`src/rtl/bias_buf_pkg.sv`:
```
// Shared types and helpers for the ping-pong bias buffer.
// Optional shift/saturate path is enabled by BIAS_BUF_SHIFT_EN.
package bias_buf_pkg;

  typedef enum logic [1:0] {
    LD_IDLE,
    LD_FILL,
    LD_FULL
  } ld_state_e;

  localparam int SHIFT_W = 4;

  function automatic logic signed [63:0] sext64(
    input logic [63:0] v,
    input int unsigned w
  );
    return $signed(v << (64 - w)) >>> (64 - w);
  endfunction

  function automatic logic signed [63:0] sat64(
    input logic signed [63:0] v,
    input int unsigned w
  );
    logic signed [63:0] hi;
    logic signed [63:0] lo;
    hi = (64'sd1 <<< (w - 1)) - 64'sd1;
    lo = -(64'sd1 <<< (w - 1));
    if (v > hi) return hi;
    if (v < lo) return lo;
    return v;
  endfunction

endpackage

```
`src/rtl/bias_pingpong_buf_bank.sv`:
```
// One bias bank: DEPTH entries plus fill count, sequential write,
// LANES-wide read with entries at or beyond the fill count reading as 0.
module bias_bank #(
  parameter int BW    = 8,
  parameter int DEPTH = 64,
  parameter int LANES = 4,
  parameter int GRP_W = 4,
  parameter int CW    = 7
) (
  input  logic                  clk,
  input  logic                  rst_n,
  input  logic                  we_i,
  input  logic [BW-1:0]         wdata_i,
  input  logic                  clr_i,
  input  logic [GRP_W-1:0]      grp_i,
  output logic [CW-1:0]         cnt_o,
  output logic [LANES*BW-1:0]   rdata_o
);

  localparam int IW = $clog2(DEPTH);

  logic [BW-1:0] mem [DEPTH];
  logic [CW-1:0] cnt_q;
  logic [CW-1:0] idx;

  always_ff @(posedge clk) begin
    if (we_i) mem[cnt_q[IW-1:0]] <= wdata_i;
  end

  always_ff @(posedge clk or negedge rst_n) begin
    if (!rst_n) begin
      cnt_q <= '0;
    end else if (clr_i) begin
      cnt_q <= '0;
    end else if (we_i) begin
      cnt_q <= cnt_q + CW'(1);
    end
  end

  assign cnt_o = cnt_q;

  always_comb begin
    rdata_o = '0;
    idx     = '0;
    for (int l = 0; l < LANES; l++) begin
      idx = CW'(grp_i) * CW'(LANES) + CW'(l);
      if (idx < cnt_q)
        rdata_o[l*BW +: BW] = mem[idx[IW-1:0]];
    end
  end

endmodule

```
`src/rtl/bias_pingpong_buf.sv`:
```
// Ping-pong bias store: loader fills the shadow bank, PE array reads
// the active bank. BIAS_BUF_SHIFT_EN adds a saturating per-read shift.
module bias_pingpong_buf
  import bias_buf_pkg::*;
#(
  parameter int BIAS_WIDTH = 8,
  parameter int OUT_WIDTH  = 16,
  parameter int DEPTH      = 64,
  parameter int LANES      = 4,
  localparam int GRP_W     = $clog2(DEPTH / LANES)
) (
  input  logic                       clk,
  input  logic                       rst_n,
  input  logic                       load_valid,
  output logic                       load_ready,
  input  logic [BIAS_WIDTH-1:0]      load_data,
  input  logic                       load_last,
  input  logic                       swap,
  output logic                       swap_err,
  output logic                       shadow_full,
  input  logic                       rd_en,
  input  logic [GRP_W-1:0]           rd_grp,
  output logic [LANES*OUT_WIDTH-1:0] bias_out,
  output logic                       bias_valid
`ifdef BIAS_BUF_SHIFT_EN
  ,
  input  logic [SHIFT_W-1:0]         bias_shift
`endif
);

  localparam int CW = $clog2(DEPTH + 1);

  if (OUT_WIDTH < BIAS_WIDTH) begin : g_chk_w
    $error("OUT_WIDTH must be >= BIAS_WIDTH");
  end
  if (DEPTH % LANES != 0) begin : g_chk_d
    $error("DEPTH must be a multiple of LANES");
  end

  ld_state_e state_q, state_d;
  logic active_q, rdy_q, swap_err_q, bias_valid_q;
  logic [LANES*OUT_WIDTH-1:0] bias_out_q, lanes_d;

  logic beat, swap_ok, at_end;
  logic [1:0] we, clr;
  logic [CW-1:0] cnt [2];
  logic [CW-1:0] sh_cnt;
  logic [LANES*BIAS_WIDTH-1:0] rd [2];
  logic [LANES*BIAS_WIDTH-1:0] rdata;

  assign load_ready = rdy_q & (state_q != LD_FULL);
  assign beat       = load_valid & load_ready;
  assign swap_ok    = swap & (state_q == LD_FULL);
  assign sh_cnt     = active_q ? cnt[0] : cnt[1];
  assign at_end     = load_last | (sh_cnt == CW'(DEPTH - 1));
  assign we         = {beat & ~active_q, beat & active_q};
  assign clr        = {swap_ok & active_q, swap_ok & ~active_q};
  assign rdata      = active_q ? rd[1] : rd[0];

  for (genvar b = 0; b < 2; b++) begin : g_bank
    bias_bank #(
      .BW    (BIAS_WIDTH),
      .DEPTH (DEPTH),
      .LANES (LANES),
      .GRP_W (GRP_W),
      .CW    (CW)
    ) u_bank (
      .clk     (clk),
      .rst_n   (rst_n),
      .we_i    (we[b]),
      .wdata_i (load_data),
      .clr_i   (clr[b]),
      .grp_i   (rd_grp),
      .cnt_o   (cnt[b]),
      .rdata_o (rd[b])
    );
  end

  always_comb begin
    state_d = state_q;
    unique case (state_q)
      LD_IDLE, LD_FILL: if (beat) state_d = at_end ? LD_FULL : LD_FILL;
      LD_FULL:          if (swap) state_d = LD_IDLE;
      default:          state_d = LD_IDLE;
    endcase
  end

  always_comb begin
    lanes_d = '0;
    for (int l = 0; l < LANES; l++) begin
`ifdef BIAS_BUF_SHIFT_EN
      lanes_d[l*OUT_WIDTH +: OUT_WIDTH] = OUT_WIDTH'(sat64(
        sext64(64'(rdata[l*BIAS_WIDTH +: BIAS_WIDTH]), BIAS_WIDTH)
          <<< bias_shift, OUT_WIDTH));
`else
      lanes_d[l*OUT_WIDTH +: OUT_WIDTH] = OUT_WIDTH'(
        sext64(64'(rdata[l*BIAS_WIDTH +: BIAS_WIDTH]), BIAS_WIDTH));
`endif
    end
  end

  always_ff @(posedge clk or negedge rst_n) begin
    if (!rst_n) begin
      state_q      <= LD_IDLE;
      active_q     <= 1'b0;
      rdy_q        <= 1'b0;
      swap_err_q   <= 1'b0;
      bias_valid_q <= 1'b0;
      bias_out_q   <= '0;
    end else begin
      state_q      <= state_d;
      active_q     <= active_q ^ swap_ok;
      rdy_q        <= 1'b1;
      swap_err_q   <= swap & (state_q != LD_FULL);
      bias_valid_q <= rd_en;
      if (rd_en) bias_out_q <= lanes_d;
    end
  end

  assign swap_err    = swap_err_q;
  assign shadow_full = (state_q == LD_FULL);
  assign bias_out    = bias_out_q;
  assign bias_valid  = bias_valid_q;

endmodule

```
`config.mk`:
```
export PLATFORM = sky130hd
export DESIGN_NAME = bias_pingpong_buf
export DESIGN_NICKNAME = d
export VERILOG_FILES = /design/src/rtl/bias_buf_pkg.sv /design/src/rtl/bias_pingpong_buf_bank.sv /design/src/rtl/bias_pingpong_buf.sv
export SDC_FILE = /design/constraint.sdc
export NUM_CORES = 1
export LEC_CHECK = 0
export CORE_MARGIN = 5
export CORE_UTILIZATION = 60
export DETAILED_ROUTE_END_ITERATION = 7
export GPL_TIMING_DRIVEN = 1
export PLACE_DENSITY_LB_ADDON = 0.25
export SLEW_MARGIN = 20
export SYNTH_ARGS = -nofsm -noshare
export SYNTH_HDL_FRONTEND = slang
export SYNTH_SLANG_ARGS = --single-unit
```
`constraint.sdc`:
```
create_clock -name clk -period 5.9 [get_ports clk]
set_clock_uncertainty 0.15 [all_clocks]
set_input_delay 0.59 -clock clk [delete_from_list [all_inputs] [get_ports clk]]
set_output_delay 0.59 -clock clk [all_outputs]
set_load 0.02 [all_outputs]
```
Word level (Yosys, flattened, before mapping)
Memory sizes are Yosys's and may differ from the RTL's.
Cells that the tools add are included.
{"block": "totals", "register_bits": 76, "latchBits": 0, "mem_bits_rw": 1024, "romBits": 0, "inputBits": 18, "out_inout_bits": 68, "wordCells": 67, "memories": 2}
{"name": "g_bank[0].u_bank.mem", "words": 64, "width": 8, "read_ports": 4, "rd_ports_with_merged_regs": 0, "wr": 1, "line_no": "bias_pingpong_buf_bank.sv:22", "text": "logic [BW-1:0] mem [DEPTH];"}
{"name": "g_bank[1].u_bank.mem", "words": 64, "width": 8, "read_ports": 4, "rd_ports_with_merged_regs": 0, "wr": 1, "line_no": "bias_pingpong_buf_bank.sv:22"}
{"block": "classes", "add_sub_neg": 5, "mul": 0, "n_div": 0, "order_cmp": 8, "eq_ne": 6, "n_shift": 0, "mux": 22, "n_bitwise": 11, "reduce_logical": 5}
{"operator": "2-to-1 mux 8 bit", "count": 8}
{"operator": "less-than comparator 7 bit", "count": 6}
{"operator": "2-to-1 mux 7 bit", "count": 5}
{"operator": "2-to-1 mux 32 bit", "count": 1}
{"operator": "adder 6 x 2 -> 7 bit (second input constant)", "count": 2}
{"operator": "adder 7 x 1 -> 7 bit (second input constant)", "count": 2}
{"operator": "less-than comparator 6 x 7 -> 1 bit", "count": 2}
{"operator": "bitwise AND 1 bit", "count": 8}
{"operator": "adder 6 x 1 -> 7 bit (second input constant)", "count": 1}
{"operator": "== test 7 x 6 -> 1 bit (second input constant)", "count": 1}
{"operator": "2-to-1 mux 2 bit", "count": 3}
{"operator": "!= test 2 bit (second input constant)", "count": 3}
{"operator": "2-to-1 mux 1 bit", "count": 4}
{"operator": "one-hot mux 2 bit (2 select lines)", "count": 1}
{"operator": "nonzero test 2 bit", "count": 2}
{"operator": "== test 2 x 1 -> 1 bit (second input constant)", "count": 1}
{"operator": "== test 2 bit (second input constant)", "count": 1}
{"operator": "logical NOT 2 bit", "count": 1}
{"operator": "AND reduction 2 bit", "count": 1}
{"operator": "OR reduction 2 bit", "count": 1}
{"operator": "inverter 1 bit", "count": 1}
{"operator": "OR 1 bit", "count": 1}
{"operator": "bitwise XOR 1 bit", "count": 1}

Logic depth before layout (Yosys ltp)
{"block": "logic_depth", "depth_word": 6, "mapped_depth": 12, "depth_no_buf": 7}

By module
A second synthesis with hierarchy kept.
{"block": "unflattened", "hier_cells": 2126, "hier_area_um2": 42667.2}
{"mod": "bias_bank", "n_inst": 2, "cells_per_inst": 962, "area_per_inst_um2": 20313.2}
{"mod": "bias_pingpong_buf", "n_inst": 1, "cells_per_inst": 202, "area_per_inst_um2": 2040.7}

Least setup slack after synthesis
Ideal clock, no wire load.
{"block": "synth_path", "path_type": "in2reg", "start": "input port rd_grp[0]", "end": "register bias_out_q[47] (netlist: bias_out[47])", "setup_ps": 99, "t_arrival_ps": 3038, "t_required_ps": 5651, "path_slack_ps": 2612, "path_stages": 12, "path_cell_list": "buf_2 > buf_4 > buf_4 > inv_2 > buf_1 > ha_1 > a21boi_0 > o21ai_0 > and2_0 > clkbuf_1 > nand2_1 > a311oi_1"}
{"block": "synth_between", "elab_chain_cells": 4}
{"element": "start: declaration", "line_no": "bias_pingpong_buf.sv:22", "text": "input logic [GRP_W-1:0] rd_grp,"}
{"element": "adder 6 x 2 -> 7 bit *", "line_no": "bias_pingpong_buf_bank.sv:46", "text": "idx = CW'(grp_i) * CW'(LANES) + CW'(l);"}
{"element": "memory read (64 x 8 bit) or less-than comparator 7 bit (tied branches)"}
{"element": "2-to-1 mux 8 bit", "line_no": "bias_pingpong_buf_bank.sv:47", "text": "if (idx < cnt_q)"}
{"element": "2-to-1 mux 32 bit *", "line_no": "bias_pingpong_buf.sv:58", "text": "assign rdata = active_q ? rd[1] : rd[0];"}
{"element": "end signal: assignment", "line_no": "bias_pingpong_buf.sv:116", "text": "if (rd_en) bias_out_q <= lanes_d;"}
{"element": "end: declaration", "line_no": "bias_pingpong_buf.sv:42", "text": "logic [LANES*OUT_WIDTH-1:0] bias_out_q, lanes_d;"}
Every way passes the cells marked *; elsewhere a longest branch is shown, timed or not.
A chain may end at the register's enable or synchronous reset.

Worst setup path after layout
{"block": "layout_path", "start": "input port rd_grp[0]", "end": "register bias_out_q[35] (netlist: bias_out[35])"}
The elaborated chain is that of the path after synthesis.

==> impl_metrics.tcl <==
set metrics [dict create \
    drt-wirelength-per-cell_um 29.27 \
    dr.pass1.iters 6 \
    met1_usage 0.3608 \
    async_flop_share 0.04833 \
    n_fill_cell 4475 \
    maxSlewHeadroom 0.2354 \
    arrival_ns 3.85 \
    fmax_mhz 290.6 \
    gp_congestion 0.8738 \
    required_ns 6.31 \
    drtIter0Drc 2510 \
    path_cells "buf_8 > inv_2 > ha_1 > a21boi_0 > o21ai_0 > and2_0 > a221oi_1 > nor3_1" \
    start_util 0.6033 \
    syn_area_sq_um 42180 \
    synth_flop_cell "edfxtp_1" \
    final-setup-viol-count 0 \
    die_h_um 275.1 \
    yosysWarnings 0 \
    cp_top_family "buffers and inverters" \
    grt_max_degree 96 \
    ys_ff_latch 1076 \
    min_period_ns 3.441 \
    met3_usage 0.04474 \
    grt_pass1_wl_mm 138.9 \
    worstMarginPinSlew_ns 1.143 \
    cts_tree "yes" \
    routed_wl_mm 92.53 \
    grt_use_total 0.2502 \
    drc 0 \
    grt.busiest_layer "met2" \
    cts_buffer_depth 3 \
    worstHoldPathType "primary input to flip-flop" \
    synthCells 2050 \
    cts_made_buffers 105 \
    cap_violations 0 \
    rsz0062_at_grt "false" \
    hpwl_mm 54.55 \
    vias 20610 \
    slowest_delay_ns 0.67 \
    ys_seq_area_frac 0.7599 \
    cts_setup_buffers 0 \
    final_hold_viol_count 0 \
    dieWidth_um 275.1 \
    vias_per_cell 6.520 \
    synth_edf_count 1024 \
    final_antenna_net_count 0 \
    gr-total-overflow 0 \
    power_density_nw_per_um2 359.5 \
    use_met2 0.4061 \
    portBuffers 85 \
    status "complete, no violations" \
    power_leakage_nw 15.06 \
    fin_crit_sh 0.5832 \
    final_layout_size_suffix_gt1_frac 0.2176 \
    yosysUniqueCellTypes 53 \
    report.final.slew_viol_count 0 \
    total_power_mw 16.95 \
    h-tree-depth 3 \
    cts.sinks 1076 \
    cts-resized-gates 0 \
    nets 2164 \
    finalSetupTns_ns 0 \
    io_pins 86 \
    die-area_sq_um 75690 \
    area_growth_pct 11.79 \
    first_global_vias 20870 \
    core_sq_um 69910 \
    syn_avg_cell_area_sq_um 20.57 \
    peakVddDrop_mv 0.2649 \
    startpoint_type "primary input" \
    ctsRootBufferMaster "clkbuf_16" \
    path_clk_slew_ns 0.06 \
    cp_max_fo 62 \
    rows 97 \
    grt_antenna_before_repair 2 \
    cp-end-kind "flip-flop" \
    critPathKind "primary input to flip-flop" \
    insertion_delay_ns 0.67 \
    crit_slowest_cell "and2_0" \
    path_buf_inv 2 \
    synth_nets 2082 \
]
-- synth_stat cells (2+ instances only) --
cell      instances  area [sq um]
a22oi_1          24         180.2
inv_1            14         52.55
and4b_1           3         30.03
clkinv_1          4         15.01
o211a_1           8         80.08
a221o_1           8         80.08
o21ai_0           8         40.04
buf_6             4         45.04
ha_1             14         175.2
nor3_1            9         45.04
nor2_1          165         619.3
nand2_1         114         427.9
nand3b_1          4         30.03
a221oi_1         20         175.2
o221ai_1         16         140.1
nor3b_1           2         15.01
nand2b_1          4         25.02
buf_4            40         300.3
a21boi_0          2         15.01
a21oi_1          15         75.07
nand4_1           4         25.02
mux4_2          263          5923
edfxtp_1       1024         30750
mux2i_1          37         370.4
nand3_1          18         90.09
buf_2            43         215.2
and4_1            2         17.52
nor4_1            3         18.77
a211oi_1          9         67.56
o221a_2           2         22.52
and2_0            2         12.51
and2_1            7         43.79
buf_1            10         37.54
xnor2_1          10         87.58
nor2b_1           7         43.79
dfrtp_1          52          1301
clkbuf_1         32         120.1
mux2_2           31         349.1
or3_1             2         12.51
-- layout make-up --
| cell class | instances | area, sq um | area share |
|---|---|---|---|
| Antenna cell | 1 | 2.502 | 0.00005308 |
| Clock buffer | 130 | 2867 | 0.06080 |
| Clock inverter | 65 | 621.8 | 0.01319 |
| Inverter | 19 | 71.32 | 0.001513 |
| Multi-Input combinational cell | 826 | 9339 | 0.1981 |
| Sequential cell | 1076 | 32050 | 0.6798 |
| Tap cell | 940 | 1176 | 0.02495 |
| Timing Repair Buffer | 104 | 1020 | 0.02163 |
-- per-layer routing --
layer,part of all wire,vias up
met5,0,-
met4,0.028,0
met3,0.081,190
met2,0.50,1003
met1,0.39,10860
li1,-,8553
-- kinds of logic after synthesis --
kind of cell / count (synthesis) / synth area share
DFF: 1076 / 0.7599
and+or+nand+nor: 347 / 0.03468
muxes: 331 / 0.1575
buffers and inverters: 148 / 0.01872
AOI/OAI and AO/OA: 123 / 0.02284
adders and majority gates: 14 / 0.004153
xor gates and xnor gates: 10 / 0.002077
other: 1 / 0.00008891
-- power by group --
part | switching (mW) | internal (mW) | leakage (nW)
Sequential | 0.174 | 8.50 | 9.85
Clock | 2.78 | 3.96 | 1.71
Combinational | 0.982 | 0.556 | 3.50
Total | 3.94 | 13.0 | 15.1
-- per-stage QoR --
stage               hold slack, ns  instances  worst slack, ns  area, sq um  utilization
floorplan                   0.1444       2050            2.612        42180            -
detailed placement          0.3078       2964            1.872        43640       0.6243
global placement            0.2978       2964            2.044        43640       0.6243
finish                      0.2334       3161            2.459        47150       0.6744
global route                0.2225       3160            2.274        47150       0.6744
CTS                         0.2058       3160            2.528        47140       0.6743
-- final timing paths --
check / startpoint / endpoint / slack, ns / depth (start not counted)
max in group asynchronous: rst_n / bias_out[15]$_DFFE_PN0P_ / 4.51 / 2
setup reg to reg: state_q[1]$_DFFE_PN0P_ / g_bank[0].u_bank.mem[54][1]$_DFFE_PP_ / 2.67 / 5
setup / recovery: rd_grp[0] / bias_out[35]$_DFFE_PN0P_ / 2.46 / 8
min in group asynchronous: rst_n / bias_out[33]$_DFFE_PN0P_ / 0.48 / 2
hold reg to reg: state_q[1]$_DFFE_PN0P_ / state_q[0]$_DFFE_PN0P_ / 0.31 / 1
hold / removal: load_data[0] / g_bank[0].u_bank.mem[5][0]$_DFFE_PP_ / 0.23 / 1
-- registers in the layout (all words and copies together) (netlist names) --
name	count
g_bank.u_bank.cnt_o	14
bias_out	32
rdy_q	1
swap_err	1
active_q	1
bias_valid	1
g_bank.u_bank.mem	1024
state_q	2
-- what timing repair did --
item                       CTS  global route
hold endpoints to repair    52             0
setup endpoints to repair    0             0
hold buffers                 1             0
-- layout by cell type (no fill, tap or decap), types with 8 or more instances in the layout --
cell type and count:
clkdlybuf4s50_1 72, mux4_2 263, dfrtp_1 52, clkbuf_16 109
nor3_1 9, a221oi_1 20, nor2_1 165, o211a_1 8
a211oi_1 9, buf_4 24, xnor2_1 10, a21oi_1 15
nand3_1 18, clkinv_1 30, nand2_1 114, ha_1 14
inv_1 14, a22oi_1 24, clkinv_2 18, o21ai_0 8
mux2i_1 37, a221o_1 8, mux2_2 31, bufinv_16 12
clkbuf_1 15, o221ai_1 16, edfxtp_1 1024
-- worst register-to-register path: cells and delay by family, from the launching register on --
| family | cells | cell delay, ns |
|---|---|---|
| flops | 1 | 0.39 |
| simple gates | 5 | 2.33 |
Power figures use the tool's default switching activity.
